**src/rtl/cva6_pma_region_table.sv**
```systemverilog
// cva6_pma_region_table
//   Runtime-programmable physical-memory-attribute table. NrRegions software-writable
//   entries (BASE, LENGTH, ATTR) classify one physical address per cycle as
//   cached / executable / non-idempotent.
//
// Ports
//   clk_i, rst_ni                 clock, asynchronous active-low reset
//   cfg_req_i/we_i/addr_i/wdata_i config access; addr = {region idx, offset}
//                                 offset 0=BASE, 1=LENGTH, 2=ATTR, 3=reserved
//   cfg_rvalid_o/rdata_o/err_o    config response, exactly one cycle after the request
//   chk_valid_i/ready_o/addr_i    lookup request (valid/ready handshake)
//   rsp_valid_o/ready_i           lookup result handshake (one output register)
//   rsp_hit_o/idx_o/cached_o/exec_o/nonidem_o  lookup result fields
//
// ATTR layout: [0] en, [1] cached, [2] exec, [3] nonidem, [7] lock; other bits read 0.

module cva6_pma_region_table #(
    parameter int unsigned          NrRegions     = 4,
    parameter int unsigned          AddrWidth     = 64,
    parameter logic [AddrWidth-1:0] Region0Base   = AddrWidth'(64'h8000_0000),
    parameter logic [AddrWidth-1:0] Region0Length = AddrWidth'(64'h4000_0000),
    parameter logic [7:0]           Region0Attr   = 8'h07,
    localparam int unsigned         IdxW          = (NrRegions > 1) ? $clog2(NrRegions) : 1
) (
    input  logic                 clk_i,
    input  logic                 rst_ni,
    input  logic                 cfg_req_i,
    input  logic                 cfg_we_i,
    input  logic [IdxW+1:0]      cfg_addr_i,
    input  logic [AddrWidth-1:0] cfg_wdata_i,
    output logic                 cfg_rvalid_o,
    output logic [AddrWidth-1:0] cfg_rdata_o,
    output logic                 cfg_err_o,
    input  logic                 chk_valid_i,
    output logic                 chk_ready_o,
    input  logic [AddrWidth-1:0] chk_addr_i,
    output logic                 rsp_valid_o,
    input  logic                 rsp_ready_i,
    output logic                 rsp_hit_o,
    output logic [IdxW-1:0]      rsp_idx_o,
    output logic                 rsp_cached_o,
    output logic                 rsp_exec_o,
    output logic                 rsp_nonidem_o
);

    localparam logic [7:0] AttrMask = 8'h8F;
    localparam int unsigned BitEn      = 0;
    localparam int unsigned BitCached  = 1;
    localparam int unsigned BitExec    = 2;
    localparam int unsigned BitNonidem = 3;
    localparam int unsigned BitLock    = 7;

    logic [AddrWidth-1:0] base_q [NrRegions];
    logic [AddrWidth-1:0] len_q  [NrRegions];
    logic [7:0]           attr_q [NrRegions];

    // ---------------- configuration port ----------------
    logic [IdxW-1:0]      cfg_idx;
    logic [1:0]           cfg_off;
    logic                 cfg_idx_ok;
    logic                 cfg_lock;
    logic                 cfg_err;
    logic                 cfg_write;
    logic [AddrWidth-1:0] cfg_read_val;

    assign cfg_idx    = cfg_addr_i[IdxW+1:2];
    assign cfg_off    = cfg_addr_i[1:0];
    // Guards non-power-of-two tables where the index field can name a missing entry.
    assign cfg_idx_ok = ({1'b0, cfg_idx} < (IdxW+1)'(NrRegions));
    assign cfg_lock   = cfg_idx_ok & attr_q[cfg_idx][BitLock];
    assign cfg_err    = !cfg_idx_ok | (cfg_off == 2'd3) | (cfg_we_i & cfg_lock);
    assign cfg_write  = cfg_req_i & cfg_we_i & !cfg_err;

    // NOTE: every variable assigned in always_comb gets a default first, so no latch is inferred.
    always_comb begin
        cfg_read_val = '0;
        if (cfg_idx_ok) begin
            case (cfg_off)
                2'd0:    cfg_read_val = base_q[cfg_idx];
                2'd1:    cfg_read_val = len_q[cfg_idx];
                2'd2:    cfg_read_val = AddrWidth'(attr_q[cfg_idx]);
                default: cfg_read_val = '0;
            endcase
        end
    end

    // NOTE: the table is a handful of flops, not a RAM macro, so it is reset like any register;
    // entry 0 comes up describing DRAM so the core can boot before software programs anything.
    // NOTE: sequential state uses non-blocking assignments only, so every reader sees the
    // pre-edge value -- this is what makes a same-cycle lookup see the pre-write table.
    always_ff @(posedge clk_i or negedge rst_ni) begin
        if (!rst_ni) begin
            for (int i = 0; i < int'(NrRegions); i++) begin
                base_q[i] <= (i == 0) ? Region0Base : '0;
                len_q[i]  <= (i == 0) ? Region0Length : '0;
                attr_q[i] <= (i == 0) ? (Region0Attr & AttrMask) : '0;
            end
        end else if (cfg_write) begin
            case (cfg_off)
                2'd0:    base_q[cfg_idx] <= cfg_wdata_i;
                2'd1:    len_q[cfg_idx]  <= cfg_wdata_i;
                2'd2:    attr_q[cfg_idx] <= cfg_wdata_i[7:0] & AttrMask;
                default: ;
            endcase
        end
    end

    always_ff @(posedge clk_i or negedge rst_ni) begin
        if (!rst_ni) begin
            cfg_rvalid_o <= 1'b0;
            cfg_rdata_o  <= '0;
            cfg_err_o    <= 1'b0;
        end else begin
            cfg_rvalid_o <= cfg_req_i;
            cfg_err_o    <= cfg_req_i & cfg_err;
            cfg_rdata_o  <= (cfg_req_i && !cfg_we_i && !cfg_err) ? cfg_read_val : '0;
        end
    end

    // ---------------- lookup ----------------
    logic            hit;
    logic [IdxW-1:0] hit_idx;
    logic            hit_cached;
    logic            hit_exec;
    logic            hit_nonidem;

    // Walk from the top entry down so the lowest matching index is the last one written.
    // The subtraction form keeps BASE+LENGTH wrap-around correct without extra logic.
    always_comb begin
        hit     = 1'b0;
        hit_idx = '0;
        for (int i = int'(NrRegions) - 1; i >= 0; i--) begin
            if (attr_q[i][BitEn] && (chk_addr_i >= base_q[i]) &&
                ((chk_addr_i - base_q[i]) < len_q[i])) begin
                hit     = 1'b1;
                hit_idx = IdxW'(i);
            end
        end
        // A miss is reported as non-idempotent so nothing speculates into unknown space.
        hit_cached  = hit & attr_q[hit_idx][BitCached];
        hit_exec    = hit & attr_q[hit_idx][BitExec];
        hit_nonidem = !hit | attr_q[hit_idx][BitNonidem];
    end

    logic transfer;
    assign chk_ready_o = !rsp_valid_o | rsp_ready_i;
    assign transfer    = chk_valid_i & chk_ready_o;

    always_ff @(posedge clk_i or negedge rst_ni) begin
        if (!rst_ni) begin
            rsp_valid_o   <= 1'b0;
            rsp_hit_o     <= 1'b0;
            rsp_idx_o     <= '0;
            rsp_cached_o  <= 1'b0;
            rsp_exec_o    <= 1'b0;
            rsp_nonidem_o <= 1'b0;
        end else if (transfer) begin
            rsp_valid_o   <= 1'b1;
            rsp_hit_o     <= hit;
            rsp_idx_o     <= hit_idx;
            rsp_cached_o  <= hit_cached;
            rsp_exec_o    <= hit_exec;
            rsp_nonidem_o <= hit_nonidem;
        end else if (rsp_ready_i) begin
            rsp_valid_o   <= 1'b0;
        end
    end

endmodule
```
**config.mk**
```make
export PLATFORM = sky130hd
export DESIGN_NAME = cva6_pma_region_table
export DESIGN_NICKNAME = d
export VERILOG_FILES = /design/src/rtl/cva6_pma_region_table.sv
export SDC_FILE = /design/constraint.sdc
export NUM_CORES = 2
export LEC_CHECK = 0
export ABC_AREA = 1
export ABC_CLOCK_PERIOD_IN_PS = 4700
export BUFFER_PORTS_ARGS = -buffer_cell sky130_fd_sc_hd__buf_2
export CORE_UTILIZATION = 50
export CTS_CLUSTER_SIZE = 14
export DETAILED_ROUTE_END_ITERATION = 10
export PLACE_DENSITY = 0.67
export SLEW_MARGIN = 10
export SYNTH_ARGS = -nofsm -noshare
export SYNTH_HDL_FRONTEND = slang
export SYNTH_SLANG_ARGS = --single-unit
```
**constraint.sdc**
```tcl
create_clock -name clk_i -period 4.7 [get_ports clk_i]
set_clock_uncertainty 0.1 [all_clocks]
set_input_delay 0.705 -clock clk_i [delete_from_list [all_inputs] [get_ports clk_i]]
set_output_delay 0.705 -clock clk_i [all_outputs]
set_load 0.005 [all_outputs]
```
==> impl_metrics.tcl <==
set metrics [dict create \
    critPathLaunch "base_q[148]" \
    place_hpwl_um 185000 \
    ant_nets 0 \
    crit_slowest_cell "o211ai_1" \
    grt_start_max_net_pins 129 \
    synth_ff_type "dfrtp_1" \
    nNetsFinal 9053 \
    async_reset_ff_frac 1.00 \
    clk_pin_slew_ns 0.06 \
    vias 56828 \
    status "finished with violations" \
    cpMostUsedCell "buf_4" \
    synth_edf_count 0 \
    ios 212 \
    start_util 0.508 \
    die-width_um 311 \
    slew_viol_final 0 \
    first_iter_violations 7345 \
    yosysSeqAreaShare 0.317 \
    cts_buffer_depth 3 \
    synthesis.nets 7360 \
    peakVddDrop_mv 0.381 \
    numCtsBuffers 66 \
    violations "setup timing" \
    crit_required_ns 5.15 \
    synth_cells 6710 \
    clock_latency_ns 0.66 \
    drc_errors 0 \
    first_pass_iters 9 \
    post_drt_wl_per_cell_um 23.7 \
    grt_pass1_wl_um 334000 \
    ys_ff_latch 605 \
    instances_no_fill 9711 \
    crit_path_end_kind "flop" \
    grt_pass1_vias 54162 \
    design_power_total_w 0.0273 \
    gp_congestion 1.14 \
    cp_slowest_stage_delay_ns 0.55 \
    power_density_nw_per_um2 406 \
    holdCritPathClass "in2async" \
    path_buf_inv 7 \
    reg2reg_from "base_q[148]" \
    placedCellCount 9523 \
    timing.slew.headroom 0.311 \
    max_freq_ghz 0.200 \
    hold_violations 0 \
    syn_to_final_growth_pct 40.7 \
    fin_area_um2 67200 \
    cap_violations 0 \
    avgViaCountPerCell 5.85 \
    cp_max_fo 3 \
    h-tree-depth 3 \
    fin_crit_ns 5.00 \
    cts_sinks 605 \
    num_rows 112 \
    p_leak_nw 32.6 \
    crit_arrival_ns 5.45 \
    yosysWarnings 0 \
    drt_wl_total_um 230000 \
    synth_cell_types 59 \
    fillers 7704 \
    placed_cell_area_um2 61600 \
    syn_area_per_cell_um2 7.12 \
    io_buffers 211 \
    rsz0062_at_grt "yes" \
    period_share 1.06 \
    die_y_um 311 \
    worst_slack_ns -0.301 \
    globalRoute.totalOverflow 0 \
    grt_use_total 0.458 \
    root_buffer "clkbuf_16" \
    antenna_found_initial 6 \
    crit_type "reg2reg" \
    syn_area_um2 47800 \
    cts_tree "yes" \
    timing.critical_path.max_delay_family "compound AO/OA/AOI/OAI gates" \
    dieArea_um2 96800 \
    cp-start-kind "flop" \
    drive_gt1_frac 0.295 \
    setup_viol 6 \
    tightest_slew_ns 1.03 \
    coreArea_um2 94000 \
    post-route-util 0.715 \
]
-- layer usage --
layer | track usage | up-vias | share of wire
met3 | 0.102 | 824 | 0.11
met2 | 0.710 | 3548 | 0.43
met5 | 0 | - | 0.00024
met4 | 0.245 | 8 | 0.067
li1 | - | 25713 | -
met1 | 0.596 | 26735 | 0.39
-- worst register-to-register path, delay by kind of cell (launching register included) --
| family | cells | cell delay (ns) |
|---|---|---|
| AO/OA/AOI/OAI | 8 | 1.73 |
| XOR/XNOR | 1 | 0.10 |
| adder cells (fa/ha/maj) | 2 | 0.53 |
| buffers and inverters | 7 | 1.05 |
| flip-flops | 1 | 0.39 |
| AND/OR/NAND/NOR | 10 | 1.02 |
-- path summary, 6_finish.rpt --
check | to | slack (ns) | cells past startpoint
max | rsp_exec_o | -0.30 | 28
min | base_q[12] | 0.03 | 1
max reg2reg | rsp_exec_o | -0.30 | 28
min reg2reg | attr_q[23] | 0.36 | 2
max in group asynchronous | len_q[43] | 3.33 | 2
min in group clk_i | cfg_rvalid_o | 0.12 | 1
-- sequential cells by signal, summed over array words and instances (netlist names) --
register and flops:
rsp_idx_o 2, rsp_valid_o 1, cfg_rvalid_o 1, rsp_hit_o 1, cfg_err_o 1, attr_q 20
rsp_cached_o 1, cfg_rdata_o 64, rsp_exec_o 1, len_q 256, base_q 256, rsp_nonidem_o 1
-- cell usage in the layout, fill, tap and decap left out, types with 12 or more instances in the layout --
master     count
buf_4       1557
nand2_1     1301
inv_1       1031
dfrtp_1      599
ha_1         444
a21oi_1      442
o21ai_0      424
o21ai_1      418
nor2_1       410
o22ai_1      255
buf_2        210
xor2_1       140
nand3_1      105
a21oi_2       81
xnor2_1       79
a31oi_1       76
nand2_2       72
clkbuf_16     68
inv_2         59
ha_4          50
nor2_2        35
o21a_1        35
nor3_1        33
a21oi_4       31
o21ai_2       30
a21o_1        29
nand3_2       29
buf_12        29
nand4_1       26
nand2_4       24
buf_6         22
nor2_4        19
o211ai_1      18
clkbuf_1      16
o21bai_1      15
o21ai_4       14
ha_2          14
a31oi_2       13
clkinv_2      12
nand3_4       12
-- layout make-up --
cell class                      instances  area, um^2  area share
Multi-Input combinational cell       4817       30600       0.455
Clock inverter                         24         280     0.00417
Timing Repair Buffer                 1819       13600       0.202
Inverter                             1094        4120      0.0612
Clock buffer                           95        1910      0.0285
Antenna cell                            3        7.51    0.000112
Sequential cell                       605       15100       0.225
Tap cell                             1254        1570      0.0233
-- through the flow --
stage	setup TNS (ns)	worst slack, ns	hold WS (ns)
floorplan	0	0.169	0.309
global placement	-7.55	-1.32	0.339
detailed placement	-7.50	-1.30	0.350
CTS	-0.894	-0.168	0.0459
global route	-1.92	-0.384	0.108
finish	-1.43	-0.301	0.0340
-- report_power, final --
| group | switching (W) | total (W) | leakage, nW | internal (W) |
|---|---|---|---|---|
| sequential | 0.000434 | 0.00635 | 8.06 | 0.00592 |
| combinational | 0.00886 | 0.0155 | 23.5 | 0.00666 |
| clock | 0.00231 | 0.00539 | 1.08 | 0.00308 |
-- repair_timing --
item | in CTS | in global routing
setup endpoints to repair | 6 | 6
pin swaps | 94 | 154
buffers inserted | 30 | 43
gates resized for setup | 282 | 416
hold buffers | 0 | 0
-- cells in the mapped netlist (all sizes together), types with 22 or more instances --
cell,n,area share
nand4,26,0.0034
o21bai,22,0.0036
buf,106,0.011
nor3,43,0.0047
o22ai,255,0.033
a21oi,554,0.059
nor2,464,0.037
nand2,1401,0.11
xor2,146,0.027
nand3,146,0.016
xnor2,85,0.016
a31oi,90,0.012
a21o,30,0.0047
o21ai,886,0.094
o21a,35,0.0055
inv,1093,0.086
nor4,22,0.0029
clkbuf,88,0.0069
ha,508,0.13
dfrtp,600,0.31
-- cell families after synthesis --
| kind of cell | share of synthesized area |
|---|---|
| DFF | 0.317 |
| adders and majority gates | 0.135 |
| and+or+nand+nor | 0.176 |
| buffers and inverters | 0.104 |
| AOI/OAI and AO/OA | 0.226 |
| xor gates and xnor gates | 0.0424 |
No activity file was read; power rests on OpenSTA's default activity.
